==> src/rtl/uart_pkg.sv <==
// rtl/uart_pkg.sv - shared UART types and constants
package uart_pkg;

    localparam int DATA_BITS        = 8;
    localparam int DEF_CLKS_PER_BIT = 434;

    typedef enum logic [1:0] {
        IDLE  = 2'd0,
        START = 2'd1,
        DATA  = 2'd2,
        STOP  = 2'd3
    } rx_state_t;

endpackage

==> src/rtl/uart_rx_fifo.sv <==
// rtl/uart_rx_fifo.sv - small byte FIFO between the RX deserialiser and its consumer
module uart_rx_fifo
    import uart_pkg::*;
#(
    parameter int DEPTH = 4
) (
    input  logic                 clock,
    input  logic                 nRst,
    input  logic                 push,
    input  logic [DATA_BITS-1:0] wdata,
    input  logic                 pop,
    output logic [DATA_BITS-1:0] rdata,
    output logic                 empty,
    output logic                 full
);

    localparam int AW = $clog2(DEPTH);

    logic [AW:0]          wr_q;
    logic [AW:0]          rd_q;
    logic [DATA_BITS-1:0] mem_q [DEPTH];
    logic                 do_push;
    logic                 do_pop;

    // The extra pointer MSB tells full from empty when the index bits match.
    assign empty   = (wr_q == rd_q);
    assign full    = (wr_q[AW] != rd_q[AW]) && (wr_q[AW-1:0] == rd_q[AW-1:0]);
    assign do_pop  = pop && !empty;
    assign do_push = push && (!full || do_pop);
    assign rdata   = mem_q[rd_q[AW-1:0]];

    always_ff @(posedge clock or negedge nRst) begin
        if (!nRst) begin
            wr_q <= '0;
            rd_q <= '0;
            for (int i = 0; i < DEPTH; i++) begin
                mem_q[i] <= '0;
            end
        end else begin
            if (do_push) begin
                mem_q[wr_q[AW-1:0]] <= wdata;
                wr_q                <= wr_q + 1'b1;
            end
            if (do_pop) begin
                rd_q <= rd_q + 1'b1;
            end
        end
    end

endmodule

==> src/rtl/uart_rx.sv <==
// rtl/uart_rx.sv - 8N1 UART receiver with byte FIFO and sticky error flags
module uart_rx
    import uart_pkg::*;
#(
    parameter int CLKS_PER_BIT = DEF_CLKS_PER_BIT,
    parameter int DEPTH        = 4
) (
    input  logic                 clock,
    input  logic                 nRst,
    input  logic                 RX,
    output logic [DATA_BITS-1:0] rx_data,
    output logic                 rx_valid,
    input  logic                 rx_ready,
    output logic                 frame_err,
    output logic                 overrun,
    input  logic                 err_clr,
    output logic                 busy
);

    localparam int CW = $clog2(CLKS_PER_BIT);
    localparam logic [CW-1:0] HALF_CNT = CW'(CLKS_PER_BIT / 2 - 1);
    localparam logic [CW-1:0] LAST_CNT = CW'(CLKS_PER_BIT - 1);
    localparam logic [2:0]    LAST_IDX = 3'(DATA_BITS - 1);

    rx_state_t            state_q;
    logic [CW-1:0]        cnt_q;
    logic [2:0]           idx_q;
    logic [DATA_BITS-1:0] shift_q;
    logic                 rx_meta_q;
    logic                 rx_s_q;
    logic                 frame_err_q, frame_err_d;
    logic                 overrun_q, overrun_d;
    logic                 stop_sample;
    logic                 push;
    logic                 fifo_empty;
    logic                 fifo_full;

    always_ff @(posedge clock or negedge nRst) begin
        if (!nRst) begin
            rx_meta_q <= 1'b1;
            rx_s_q    <= 1'b1;
        end else begin
            rx_meta_q <= RX;
            rx_s_q    <= rx_meta_q;
        end
    end

    always_ff @(posedge clock or negedge nRst) begin
        if (!nRst) begin
            state_q <= IDLE;
            cnt_q   <= '0;
            idx_q   <= '0;
            shift_q <= '0;
        end else begin
            case (state_q)
                IDLE: begin
                    if (!rx_s_q) begin
                        state_q <= START;
                        cnt_q   <= '0;
                    end
                end
                START: begin
                    // A start bit that is no longer low at mid-bit was a glitch.
                    if (cnt_q == HALF_CNT) begin
                        cnt_q <= '0;
                        if (!rx_s_q) begin
                            state_q <= DATA;
                            idx_q   <= '0;
                        end else begin
                            state_q <= IDLE;
                        end
                    end else begin
                        cnt_q <= cnt_q + 1'b1;
                    end
                end
                DATA: begin
                    if (cnt_q == LAST_CNT) begin
                        shift_q <= {rx_s_q, shift_q[DATA_BITS-1:1]};
                        cnt_q   <= '0;
                        if (idx_q == LAST_IDX) begin
                            state_q <= STOP;
                        end else begin
                            idx_q <= idx_q + 3'd1;
                        end
                    end else begin
                        cnt_q <= cnt_q + 1'b1;
                    end
                end
                STOP: begin
                    // Leaving at mid-stop lets the next start edge follow immediately.
                    if (cnt_q == LAST_CNT) begin
                        state_q <= IDLE;
                        cnt_q   <= '0;
                    end else begin
                        cnt_q <= cnt_q + 1'b1;
                    end
                end
                default: state_q <= IDLE;
            endcase
        end
    end

    assign stop_sample = (state_q == STOP) && (cnt_q == LAST_CNT);
    assign push        = stop_sample && rx_s_q;

    always_comb begin
        frame_err_d = frame_err_q && !err_clr;
        overrun_d   = overrun_q && !err_clr;
        if (stop_sample && !rx_s_q) begin
            frame_err_d = 1'b1;
        end
        if (push && fifo_full && !rx_ready) begin
            overrun_d = 1'b1;
        end
    end

    always_ff @(posedge clock or negedge nRst) begin
        if (!nRst) begin
            frame_err_q <= 1'b0;
            overrun_q   <= 1'b0;
        end else begin
            frame_err_q <= frame_err_d;
            overrun_q   <= overrun_d;
        end
    end

    uart_rx_fifo #(
        .DEPTH (DEPTH)
    ) u_fifo (
        .clock (clock),
        .nRst  (nRst),
        .push  (push),
        .wdata (shift_q),
        .pop   (rx_ready),
        .rdata (rx_data),
        .empty (fifo_empty),
        .full  (fifo_full)
    );

    assign rx_valid  = !fifo_empty;
    assign frame_err = frame_err_q;
    assign overrun   = overrun_q;
    assign busy      = (state_q != IDLE);

endmodule

==> config.mk <==
export PLATFORM = sky130hd
export DESIGN_NAME = uart_rx
export DESIGN_NICKNAME = d
export VERILOG_FILES = /design/src/rtl/uart_pkg.sv /design/src/rtl/uart_rx_fifo.sv /design/src/rtl/uart_rx.sv
export SDC_FILE = /design/constraint.sdc
export NUM_CORES = 1
export LEC_CHECK = 0
export CAP_MARGIN = 40
export CORE_ASPECT_RATIO = 0.9
export CORE_MARGIN = 5
export CORE_UTILIZATION = 30
export DETAILED_ROUTE_END_ITERATION = 7
export PLACE_DENSITY = 0.52
export SLEW_MARGIN = 20
export SYNTH_ARGS = -nofsm -noshare
export SYNTH_HDL_FRONTEND = slang
export SYNTH_HIERARCHICAL = 1
export SYNTH_SLANG_ARGS = --single-unit
==> constraint.sdc <==
create_clock -name clock -period 3.1 [get_ports clock]
set_input_delay 0.31 -clock clock [delete_from_list [all_inputs] [get_ports clock]]
set_output_delay 0.31 -clock clock [all_outputs]
set_load 0.01 [all_outputs]
; Word level (Yosys, flattened, before mapping)
; Cells that the tools add are included.
[op_classes]
bitwise_logic = 2
shifts = 0
add_sub_neg = 4
reduce_logical = 24
order_cmp = 3
mul = 0
n_mux = 24
eq_ne = 16
n_div = 0
[ops]
columns = op, n
row1 = $bwmux W32, 1
row2 = $mux W9, 3
row3 = $pmux W9 S3, 1
row4 = $mux W8, 3
row5 = $bmux W8 S2, 1
row6 = $demux W8 S2, 1
row7 = $ne A2 B2 Y1 const B, 7
row8 = $mux W2, 6
row9 = $mux W3, 4
row10 = $logic_and A1 B1 Y1, 11
row11 = $reduce_and A5 Y1, 2
row12 = $add A3 B1 Y3 const B, 3
row13 = $add A9 B1 Y9 const B, 1
row14 = $eq A9 B8 Y1 const B, 1
row15 = $eq A9 B9 Y1 const B, 1
row16 = $pmux W2 S4, 1
row17 = $ge A3 B3 Y1 const B, 2
row18 = $not A2 Y3, 2
row19 = $pmux W3 S2, 1
row20 = $logic_not A1 Y1, 5
row21 = $eq A2 B2 Y1 const B, 2
row22 = $reduce_bool A2 Y1, 2
row23 = $eq A3 B3 Y1, 1
row24 = $eq A3 B3 Y1 const B, 1
row25 = 9 further kinds, 10
[word_totals]
memories = 0
regBits = 64
elab_cells = 87
ramBits = 0
mem_bits_ro = 0
input_bits = 5
latch_bits = 0
out_inout_bits = 12

; Logic depth before layout (Yosys ltp)
; Gate-level depths: netlist of run 1.
[depth]
depth_word = 6
ltp_mapped = 9
ltp_nobuf = 8

; Modules after synthesis
; The synthesis of run 1 kept the hierarchy.
[modules_own_cells]
columns = mod, area_each_um2, instances, seq_area_each_um2, cells_each
row1 = uart_rx_fifo, 1929.4, 1, 950.9, 153
row2 = uart_rx, 1358.8, 1, 653.1, 121

; Least setup slack after synthesis of run 1
; Ideal clock, no wire load.
[synth_timing]
path_kind = register to register
startpoint = register cnt_q[1]
endpoint = register u_fifo/mem_q[15] (netlist name)
path_stages_with_launch = 10
arrival_ps = 2020
setup_slack_ps = 944
synth_period_minus_slack_ps = 2156
setup_ps = 136
t_required_ps = 2964
n_path_buf = 1
cell_sequence = dfrtp_1 -> inv_1 -> ha_1 -> and4bb_2 -> nand4_1 -> nor2_1 -> and2_1 -> buf_1 -> o41ai_2 -> o2bb2ai_1
[synth_via]
elab_chain_cells = 4
[synth_lines]
columns = item, line
row1 = start: declaration, uart_rx.sv:26  ; logic [CW-1:0] cnt_q;
row2 = start signal: assignment, uart_rx.sv:73  ; cnt_q <= cnt_q + 1'b1;
row3 = start signal: assignment, uart_rx.sv:86  ; cnt_q <= cnt_q + 1'b1;
row4 = start signal: assignment, uart_rx.sv:95  ; cnt_q <= cnt_q + 1'b1;
row5 = $eq A9 B9 Y1, uart_rx.sv:103  ; assign stop_sample = (state_q == STOP) && (cnt_q == LAST_CNT);
row6 = $logic_and A1 B1 Y1, uart_rx.sv:103
row7 = $logic_and A1 B1 Y1, uart_rx.sv:104  ; assign push = stop_sample && rx_s_q;
row8 = net push, uart_rx.sv:34  ; logic push;
row9 = $logic_and A1 B1 Y1, uart_rx_fifo.sv:29  ; assign do_push = push && (!full || do_pop);
row10 = end signal: indexed assignment, uart_rx_fifo.sv:41  ; mem_q[wr_q[AW-1:0]] <= wdata;
row11 = end: declaration, uart_rx_fifo.sv:21  ; logic [DATA_BITS-1:0] mem_q [DEPTH];
; The timed path passes the listed nets, and every way through them passes these cells.
; A chain may end at the register's enable or synchronous reset.

; Worst setup path after layout of run 1
[layout_timing]
startpoint = register u_fifo.rd_q[0]
endpoint = output rx_valid
[layout_via]
elab_chain_cells = 2
[layout_lines]
columns = item, line
row1 = start: declaration, uart_rx_fifo.sv:20  ; logic [AW:0] rd_q;
row2 = start signal: assignment, uart_rx_fifo.sv:45  ; rd_q <= rd_q + 1'b1;
row3 = $eq A3 B3 Y1, uart_rx_fifo.sv:26  ; assign empty = (wr_q == rd_q);
row4 = net fifo_empty, uart_rx.sv:35  ; logic fifo_empty;
row5 = $logic_not A1 Y1, uart_rx.sv:140  ; assign rx_valid = !fifo_empty;
row6 = end: declaration, uart_rx.sv:12  ; output logic rx_valid,
; The timed path passes the listed nets, and every way through them passes these cells.

==> run metrics, run 1 <==
Layout Nets=315; Post-synth EDFFs=0; RePlAce Congestion=0.775; GR Overflow Total=0; Ys Warns=6; Final Hold Viols=0; Setup Skew=5.85 ps; Tcrit/Tclk final=0.848; layout overhead on the synthesized area=18.5%; Clock Latency Late Sink=330 ps; first-pass GRT wire length=12.4 mm; cell taking the most area after synthesis=dfrtp_1; final setup vio count=0; crit start category=flip-flop; Critical R2R Launch=cnt_q[1]; Initial DRT Pass Iterations=4; crit end category=output pin; Top Ports=17; top cells by area, synth=dfrtp_1, o2bb2ai_1, mux4_2; pin count of the biggest net entering global routing=29; total CTS buffers=9; Routed WL=7.28 mm; Port-buffer cells=16; Site Rows=36; Post-Syn Instances=274; commonest non-fill, non-tap cell in the layout=dfrtp_1; Die Wd=120 µm; beginning of the worst hold path=rx_meta_q; slowest stage cell on the critical path=dfrtp_1; Routed wire per std cell=16.7 µm; DRC Markers=0; post-synth top area share=0.472; vias in the first global route=2282; pwr/cell area=612 nW/µm²; post-cts sizing count=0; measured slew at the worst slew-check pin=773 ps; Critical Path Fanout Max=12; P_leak=1.70 nW; Synthesized Nets=289; most frequent cells in the layout=dfrtp_1, nand2_1, o2bb2ai_1; Synth async-reset ratio=1.00; crit path from=u_fifo/rd_q[0]; Slew HR=0.479; fill count=1054; Synth cell types=51; outcome=finished, final reports clean; WS Path Type=flip-flop to output pin; register area=1600 µm²; htree depth=3; worst stage delay on the critical path=790 ps; WHS=355 ps; setup_tns=0 ps; CTS root buffer=clkbuf_16; Via density=5.11; Mapped Area=3290 µm²; clk sink count=64; Core Region=10800 µm²; RSZ-0062 raised after global routing=false; crit path DAT=2320 ps; Max Transition Viols Final=0; syn avg cell area=12.0 µm²; GRT Total Usage=0.121; Starting Density=0.305; post-route ant nets=0; register area share after synthesis=0.488; die area=13200 µm²; top_reg_cell synth=dfrtp_1; crit-path cells=xor2_1, or2_2, nor2_1, inv_1, clkdlybuf4s50_1; Iteration-0 DRC Markers=161; CP Data Required Time=2790 ps; CTS Buffer Depth=2; chip height=109 µm; Max Cap Viol=0; # diodes=0; Worst-path clk slew=50 ps; CTS tree=built; Multi-input gate area=1600 µm²; worst vdd ir=0.000217 V; HPWL Detailed=5.02 mm; fmax=381 MHz; DR vias=2225; Hold/Removal Path Class=flip-flop to flip-flop; Yosys reg bits=64; Final Power=2.39 mW; initial antenna violation count=0; share of cells above drive strength 1=0.222; Tmin final=2630 ps
==> state kept, by name (all words and copies together) (netlist names), named ones only <==
name / count
rx_meta_q: 1
u_fifo/mem_q: 32
u_fifo/wr_q: 3
cnt_q: 9
frame_err: 1
overrun: 1
u_fifo/rd_q: 3
state_q: 1
idx_q: 3
rx_s_q: 1
shift_q: 8
==> worst paths after layout <==
path,end,slack [ps],cells past startpoint
max,rx_valid,470,5
min,rx_s_q,360,0
max reg2reg,u_fifo/mem_q[21],530,9
min reg2reg,rx_s_q,360,0
max in group asynchronous,shift_q[0],2000,4
min in group asynchronous,u_fifo/mem_q[16],380,2
==> power by group <==
| group | internal [mW] | leakage, nW | switching, mW | total [mW] |
|---|---|---|---|---|
| Clock | 0.524 | 0.121 | 0.332 | 0.855 |
| Sequential | 0.874 | 0.806 | 0.0978 | 0.972 |
| Combinational | 0.298 | 0.771 | 0.260 | 0.558 |
| Total | 1.70 | 1.70 | 0.689 | 2.39 |
==> cells in the mapped netlist (4+ instances only) <==
cell type / n
buf_1: 4
o2bb2ai_1: 26
inv_1: 10
mux2_4: 9
mux2_2: 10
mux4_2: 8
xor2_1: 5
dfrtp_1: 62
ha_1: 10
o22ai_1: 6
nor3_1: 4
nor2_1: 5
and2_1: 6
clkbuf_1: 4
nand2_1: 47
==> routing by layer <==
metal  GRT usage  routed length, µm  up-vias
met1       0.171               3630     1115
met3      0.0427                299        2
met2       0.182               3320       40
met4      0.0243                 23        0
li1            -                  -     1068
met5           0                  0        -
==> critical path, delay by kind of cell (launching register included) <==
kind	cells	cell delay, ps
DFF	1	790
xor gates and xnor gates	1	260
and+or+nand+nor	2	440
buffers and inverters	2	500
==> cells by family (layout without fill, tap and decap cells) <==
kind of cell | count (synthesis) | in the layout | share of synthesized area
AO/OA/AOI/OAI | 60 | 60 | 0.159
multiplexers | 27 | 27 | 0.130
XOR/XNOR | 7 | 7 | 0.0209
flip-flops | 64 | 64 | 0.488
adder cells (fa/ha/maj) | 10 | 10 | 0.0381
buffers and inverters | 21 | 49 | 0.0270
AND/OR/NAND/NOR | 85 | 85 | 0.137
==> stage by stage <==
| stage | cells | setup WS [ps] | area, µm² | utilization |
|---|---|---|---|---|
| floorplan | 274 | 944 | 3290 | - |
| global placement | 418 | 669 | 3610 | 0.336 |
| detailed placement | 419 | 611 | 3630 | 0.337 |
| CTS | 433 | 405 | 3880 | 0.361 |
| global route | 435 | 288 | 3900 | 0.362 |
| finish | 435 | 473 | 3900 | 0.362 |
==> cell type report <==
class	instances	area share
Clock buffer	11	0.0597
Clock inverter	2	0.00257
Inverter	10	0.00963
Multi-Input combinational cell	189	0.412
Sequential cell	64	0.412
Tap cell	133	0.0427
Timing Repair Buffer	26	0.0623
==> repair_timing <==
action / CTS / global route
setup buffers: 0 / 0
hold buffers: 1 / 0
endpoints found under the hold margin: 6 / 0
(Power assumes the default switching activity.)
==> run 2, diff against run 1 <==
--- a/config.mk
+++ b/config.mk
@@ -10,7 +10,7 @@
 export CORE_MARGIN = 5
 export CORE_UTILIZATION = 30
 export DETAILED_ROUTE_END_ITERATION = 7
-export PLACE_DENSITY = 0.52
+export PLACE_DENSITY = 0.53
 export SLEW_MARGIN = 20
 export SYNTH_ARGS = -nofsm -noshare
 export SYNTH_HDL_FRONTEND = slang
==> constraint.sdc (replaced) <==
create_clock -name clock -period 2.2 [get_ports clock]
set_input_delay 0.22 -clock clock [delete_from_list [all_inputs] [get_ports clock]]
set_output_delay 0.22 -clock clock [all_outputs]
set_load 0.01 [all_outputs]
==> run 2 against run 1 <==
Clock power is 73% higher. Sequential share of layout area is 2.1 points lower. Via count is 3.5% higher. Largest power group is now clock. Highest routed layer unchanged.
==> run metrics, run 2 (synthesized netlist as in run 1, its figures left out) <==
outcome=finished, final reports clean (unchanged); largest registers=u_fifo/mem_q x32, cnt_q x9, shift_q x8 (unchanged); # diodes=0 (unchanged); Biggest register=u_fifo/mem_q (unchanged); post-route setup slack=68.9 ps (was 473 ps); CTS tree=built (unchanged); first-pass GRT wire length=12.6 mm (was 12.4 mm); gr busiest metal=met2 (unchanged); met1 GRT Util=0.160 (was 0.171); worst vdd ir=0.000385 V (was 0.000217 V); crit start category=flip-flop (unchanged); Tmin final=2130 ps; share of cells above drive strength 1=0.284 (was 0.222); Max Cap Viol=0 (unchanged); CP Data Required Time=1980 ps (was 2790 ps); part of the power in combinational logic=0.261 (was 0.234); Clock power frac=0.394 (was 0.359); vias in the first global route=2398 (was 2282); Max Transition Viols Final=0 (unchanged); pin count of the biggest net entering global routing=44 (was 29); Tcrit/Tclk final=0.969; Core Region=10800 µm² (unchanged); CTS Buffer Depth=2 (unchanged); Via density=5.08 (was 5.11); final setup vio count=0 (unchanged); Critical R2R Launch=cnt_q[1] (unchanged); R2R cell count=8 (was 9); Starting Density=0.305 (unchanged); Port-buffer cells=16 (unchanged); slowest stage cell on the critical path=mux4_2 (was dfrtp_1); DRC Markers=0 (unchanged); Routed wire per std cell=16.4 µm (was 16.7 µm); crit-path cells=buf_12, mux4_2, clkdlybuf4s50_1 (was xor2_1, or2_2, nor2_1, inv_1, clkdlybuf4s50_1); Setup Skew=11.3 ps (was 5.85 ps); commonest non-fill, non-tap cell in the layout=dfrtp_1 (unchanged); max FFs per register=32 (unchanged); grt met3 use=0.0329 (was 0.0427); CTS root buffer=clkbuf_16 (unchanged); Final Power=3.74 mW (was 2.39 mW); hold path endpoint=rx_meta_q (was rx_s_q); chip height=109 µm (unchanged); fmax=469 MHz; post-route ant nets=0 (unchanged); reg-to-reg setup timing slack=160 ps (was 530 ps); GRT Total Usage=0.121 (about the same); initial antenna violation count=0 (unchanged); Iteration-0 DRC Markers=130 (was 161); final non-filler cell total=453 (was 435); clk sink count=64 (unchanged); Routed WL=7.41 mm (was 7.28 mm); RSZ-0062 raised after global routing=false (unchanged); Cells after DPL=433 (was 419); crit path DAT=1910 ps (was 2320 ps); sw frac=0.274 (was 0.289); Worst-path clk slew=50 ps (about the same); worst stage delay on the critical path=510 ps (was 790 ps); layout overhead on the synthesized area=25.3% (was 18.5%); Layout Nets=331 (was 315); Die Wd=120 µm (unchanged); measured slew at the worst slew-check pin=644 ps (was 773 ps); WS Path Type=flip-flop to output pin (unchanged); fill count=1042 (was 1054); Critical Path Fanout Max=9 (was 12); P_int=2.71 mW (was 1.70 mW); hold path depth=1 (was 0); DR vias=2303 (was 2225); Final Hold Viols=0 (unchanged); die area=13200 µm² (unchanged); Top Ports=17 (unchanged); Initial DRT Pass Iterations=4 (unchanged); HPWL Detailed=4.91 mm (was 5.02 mm); Seq pwr share=0.345 (was 0.408); htree depth=3 (unchanged); Site Rows=36 (unchanged); most frequent cells in the layout=dfrtp_1, nand2_1, o2bb2ai_1 (unchanged); Slew HR=0.566 (was 0.479); GR Overflow Total=0 (unchanged); RePlAce Congestion=0.776 (was 0.775); reg-to-reg endpoint=u_fifo/mem_q[4] (was u_fifo/mem_q[21]); Hold/Removal Path Class=primary input to flip-flop (was flip-flop to flip-flop); Clock Latency Late Sink=330 ps (about the same); Switch Pwr=1.03 mW (was 689 µW); total CTS buffers=9 (unchanged); met2 usage=0.194 (was 0.182); P_leak=1.81 nW (was 1.70 nW); WHS=303 ps (was 355 ps); pwr/cell area=908 nW/µm² (was 612 nW/µm²); crit end category=output pin (unchanged); Post-Place Setup Slack=73.1 ps (was 611 ps); setup_tns=0 ps (unchanged); beginning of the worst hold path=RX (was rx_meta_q)
run 2: cell type report:
cell class,count,area [µm²],area share
Multi-Input combinational cell,190,1630,0.396
Sequential cell,64,1610,0.390
Timing Repair Buffer,41,373,0.0905
Clock buffer,11,233,0.0565
Tap cell,133,166,0.0404
Clock inverter,4,70.1,0.0170
Inverter,10,37.5,0.00911
run 2: worst max path at each step:
stage / from / to / slack (ps) / depth (start not counted)
after floorplan: cnt_q[1] / u_fifo/mem_q[15] / 40 / 9
after global placement: cnt_q[1] / u_fifo/mem_q[2] / 150 / 8
after detailed placement: cnt_q[1] / u_fifo/mem_q[6] / 70 / 8
after CTS: u_fifo/wr_q[0] / rx_valid / -10 / 5
after global routing: cnt_q[1] / u_fifo/mem_q[26] / 9 / 9
final: u_fifo/rd_q[0] / rx_data[5] / 70 / 3
run 2: what timing repair did:
item,in CTS,in global routing
resized for setup,0,8
hold buffers,1,0
pin swaps,0,2
gates cloned,0,1
hold endpoints to repair,21,0
setup buffers,1,2
setup endpoints to repair,2,35
run 2: routing by layer:
| layer | wire length [µm] | vias to the layer above | share of wire |
|---|---|---|---|
| li1 | - | 1101 | - |
| met1 | 3520 | 1169 | 0.48 |
| met2 | 3590 | 27 | 0.48 |
| met3 | 241 | 6 | 0.033 |
| met4 | 62 | 0 | 0.0084 |
| met5 | 0 | - | 0 |
run 2: stage by stage:
stage	util	area, µm²
after detailed placement	0.348	3750
final	0.383	4120
after global placement	0.348	3750
after global routing	0.383	4120
after CTS	0.378	4070
after floorplan	-	3290
run 2: critical path, delay by kind of cell (launching register included):
kind	cells	cell delay, ps
buffers and inverters	2	650
multiplexers	1	510
flip-flops	1	410
run 2: power by group through the flow:
stage                     sequential (mW)  combinational (mW)  clock [mW]
final                                1.29               0.975        1.48
after floorplan                      1.28               0.534           0
after detailed placement             1.31               0.952           0
after CTS                            1.29               0.970        1.51
after global placement               1.31               0.941           0
after global routing                 1.30                1.05        1.58
==> run 3, diff against run 2 <==
--- a/config.mk
+++ b/config.mk
@@ -7,7 +7,6 @@
 export LEC_CHECK = 0
 export CAP_MARGIN = 40
 export CORE_ASPECT_RATIO = 0.9
-export CORE_MARGIN = 5
 export CORE_UTILIZATION = 30
 export DETAILED_ROUTE_END_ITERATION = 7
 export PLACE_DENSITY = 0.53
==> run 3 against run 2 <==
Worst hold slack worse by 3.0 ps. Critical path depth stayed put. Global-route usage grew 2.1 points. Cell count unchanged. Clock power down 3%. Sequential cell count unchanged. Count of clock-buffer cells in the layout shrank 2. Clock skew is 4.1 ps lower. Cell area hardly changed. Via count up 1.3%. Sequential power barely moved. Power is 1.5% lower. Critical endpoint is now rx_data[7].
==> run metrics, run 3 (synthesized netlist as in run 1, its figures left out) <==
outcome=finished, final reports clean (unchanged); dpl cell area=3760 µm² (was 3750 µm²); htree depth=3 (unchanged); Top Ports=17 (unchanged); Iteration-0 DRC Markers=83 (was 130); fmax=469 MHz (about the same); post-route cell area=4120 µm² (about the same); Tmin final=2130 ps (about the same); commonest non-fill, non-tap cell in the layout=dfrtp_1 (unchanged); post-route setup slack=65.5 ps (was 68.9 ps); Die Wd=112 µm (was 120 µm); reg-to-reg setup timing slack=130 ps (was 160 ps); die area=11400 µm² (was 13200 µm²); total CTS buffers=9 (unchanged); crit start category=flip-flop (unchanged); R2R cell count=8 (unchanged); Routed wire per std cell=16.2 µm (was 16.4 µm); Site Rows=35 (was 36); Final Power=3.69 mW (was 3.74 mW); vias in the first global route=2270 (was 2398); CTS root buffer=clkbuf_16 (unchanged); Multi-input gate area=1620 µm² (was 1630 µm²); Critical Path Fanout Max=6 (was 9); Port-buffer cells=16 (unchanged); hold path endpoint=rx_meta_q (unchanged); Clock Latency Late Sink=330 ps (about the same); DRC Markers=0 (unchanged); pin count of the biggest net entering global routing=25 (was 44); post-route ant nets=0 (unchanged); clk sink count=64 (unchanged); HPWL Detailed=4.96 mm (was 4.91 mm); Routed WL=7.33 mm (was 7.41 mm); layout overhead on the synthesized area=25.3% (about the same); share of cells above drive strength 1=0.299 (was 0.284); chip height=101 µm (was 109 µm); final core area utilization=0.394 (was 0.383); final setup vio count=0 (unchanged); worst vdd ir=0.000329 V (was 0.000385 V); CTS Buffer Depth=2 (unchanged); DR vias=2334 (was 2303); register area=1610 µm² (unchanged); RePlAce Congestion=0.749 (was 0.776); Hold/Removal Path Class=primary input to flip-flop (unchanged); Biggest register=u_fifo/mem_q (unchanged); Tcrit/Tclk final=0.970 (was 0.969); # diodes=0 (unchanged); Critical R2R Launch=cnt_q[1] (unchanged); Post-Place Setup Slack=33.9 ps (was 73.1 ps); Core Region=10500 µm² (was 10800 µm²); Slew HR=0.536 (was 0.566); WS Path Type=flip-flop to output pin (unchanged); largest registers=u_fifo/mem_q x32, cnt_q x9, shift_q x8 (unchanged); CTS tree=built (unchanged); Final Hold Viols=0 (unchanged); setup_tns=0 ps (unchanged); crit path DAT=1910 ps (about the same); hold path depth=1 (unchanged); Max Cap Viol=0 (unchanged); Initial DRT Pass Iterations=4 (unchanged); reg-to-reg endpoint=u_fifo/mem_q[6] (was u_fifo/mem_q[4]); initial antenna violation count=0 (unchanged); Starting Density=0.314 (was 0.305); P_leak=1.82 nW (was 1.81 nW); CP Data Required Time=1980 ps (about the same); Worst-path clk slew=60 ps (was 50 ps); max FFs per register=32 (unchanged); most frequent cells in the layout=dfrtp_1, nand2_1, o2bb2ai_1, buf_4, clkdlybuf4s50_1 (was dfrtp_1, nand2_1, o2bb2ai_1); fill count=990 (was 1042); RSZ-0062 raised after global routing=false (unchanged); Via density=5.15 (was 5.08); beginning of the worst hold path=RX (unchanged); Layout Nets=334 (was 331); Max Transition Viols Final=0 (unchanged); GRT Total Usage=0.142 (was 0.121); measured slew at the worst slew-check pin=694 ps (was 644 ps); Setup Skew=7.28 ps (was 11.3 ps); GR Overflow Total=0 (unchanged); crit end category=output pin (unchanged); first-pass GRT wire length=12.2 mm (was 12.6 mm); pwr/cell area=895 nW/µm² (was 908 nW/µm²)
[run 3: repair_timing]
item,in CTS,in global routing
endpoints found under the setup margin,1,42
setup buffers,0,1
endpoints found under the hold margin,22,0
hold buffers,1,0
gates resized for setup,2,7
[run 3: worst max-delay path by stage]
| stage | startpoint | slack (ps) | endpoint |
|---|---|---|---|
| 2_1_floorplan | cnt_q[1] | 40 | u_fifo/mem_q[15] |
| 5_1_grt | u_fifo/rd_q[0] | 3 | rx_data[6] |
| 6_report | u_fifo/rd_q[0] | 70 | rx_data[7] |
| 3_5_place_dp | cnt_q[1] | 30 | u_fifo/mem_q[3] |
| 3_3_place_gp | cnt_q[1] | 100 | u_fifo/mem_q[5] |
| 4_1_cts | u_fifo/rd_q[0] | -8 | rx_data[5] |
[run 3: metrics by stage]
| step | cells | hold WS [ps] |
|---|---|---|
| 2_1_floorplan | 274 | -75.6 |
| 3_3_place_gp | 435 | 255 |
| 3_5_place_dp | 435 | 252 |
| 4_1_cts | 452 | 295 |
| 5_1_grt | 453 | 297 |
| 6_report | 453 | 300 |
[run 3: critical path, stage by stage (launching register included)]
cell and delay [ps]:
dfrtp_2 410, buf_6 150, mux4_2 530, clkdlybuf4s50_1 500
[run 3: final cells by class]
| cell class | count | share of cell area |
|---|---|---|
| Tap cell | 129 | 0.0392 |
| Inverter | 10 | 0.00911 |
| Clock buffer | 9 | 0.0547 |
| Sequential cell | 64 | 0.390 |
| Clock inverter | 7 | 0.0194 |
| Multi-Input combinational cell | 189 | 0.394 |
| Timing Repair Buffer | 45 | 0.0936 |
[run 3: where the power goes]
part	internal [mW]	switching [mW]
logic	0.489	0.473
registers	1.23	0.0521
clock network	0.885	0.553
total	2.61	1.08
[run 3: layer usage]
metal | routed length (µm) | vias to the layer above | global-route usage
met1 | 3660 | 1162 | 0.185
met4 | 162 | 0 | 0.0615
met3 | 254 | 16 | 0.0371
met2 | 3250 | 53 | 0.225
li1 | - | 1103 | -
met5 | 0 | - | 0
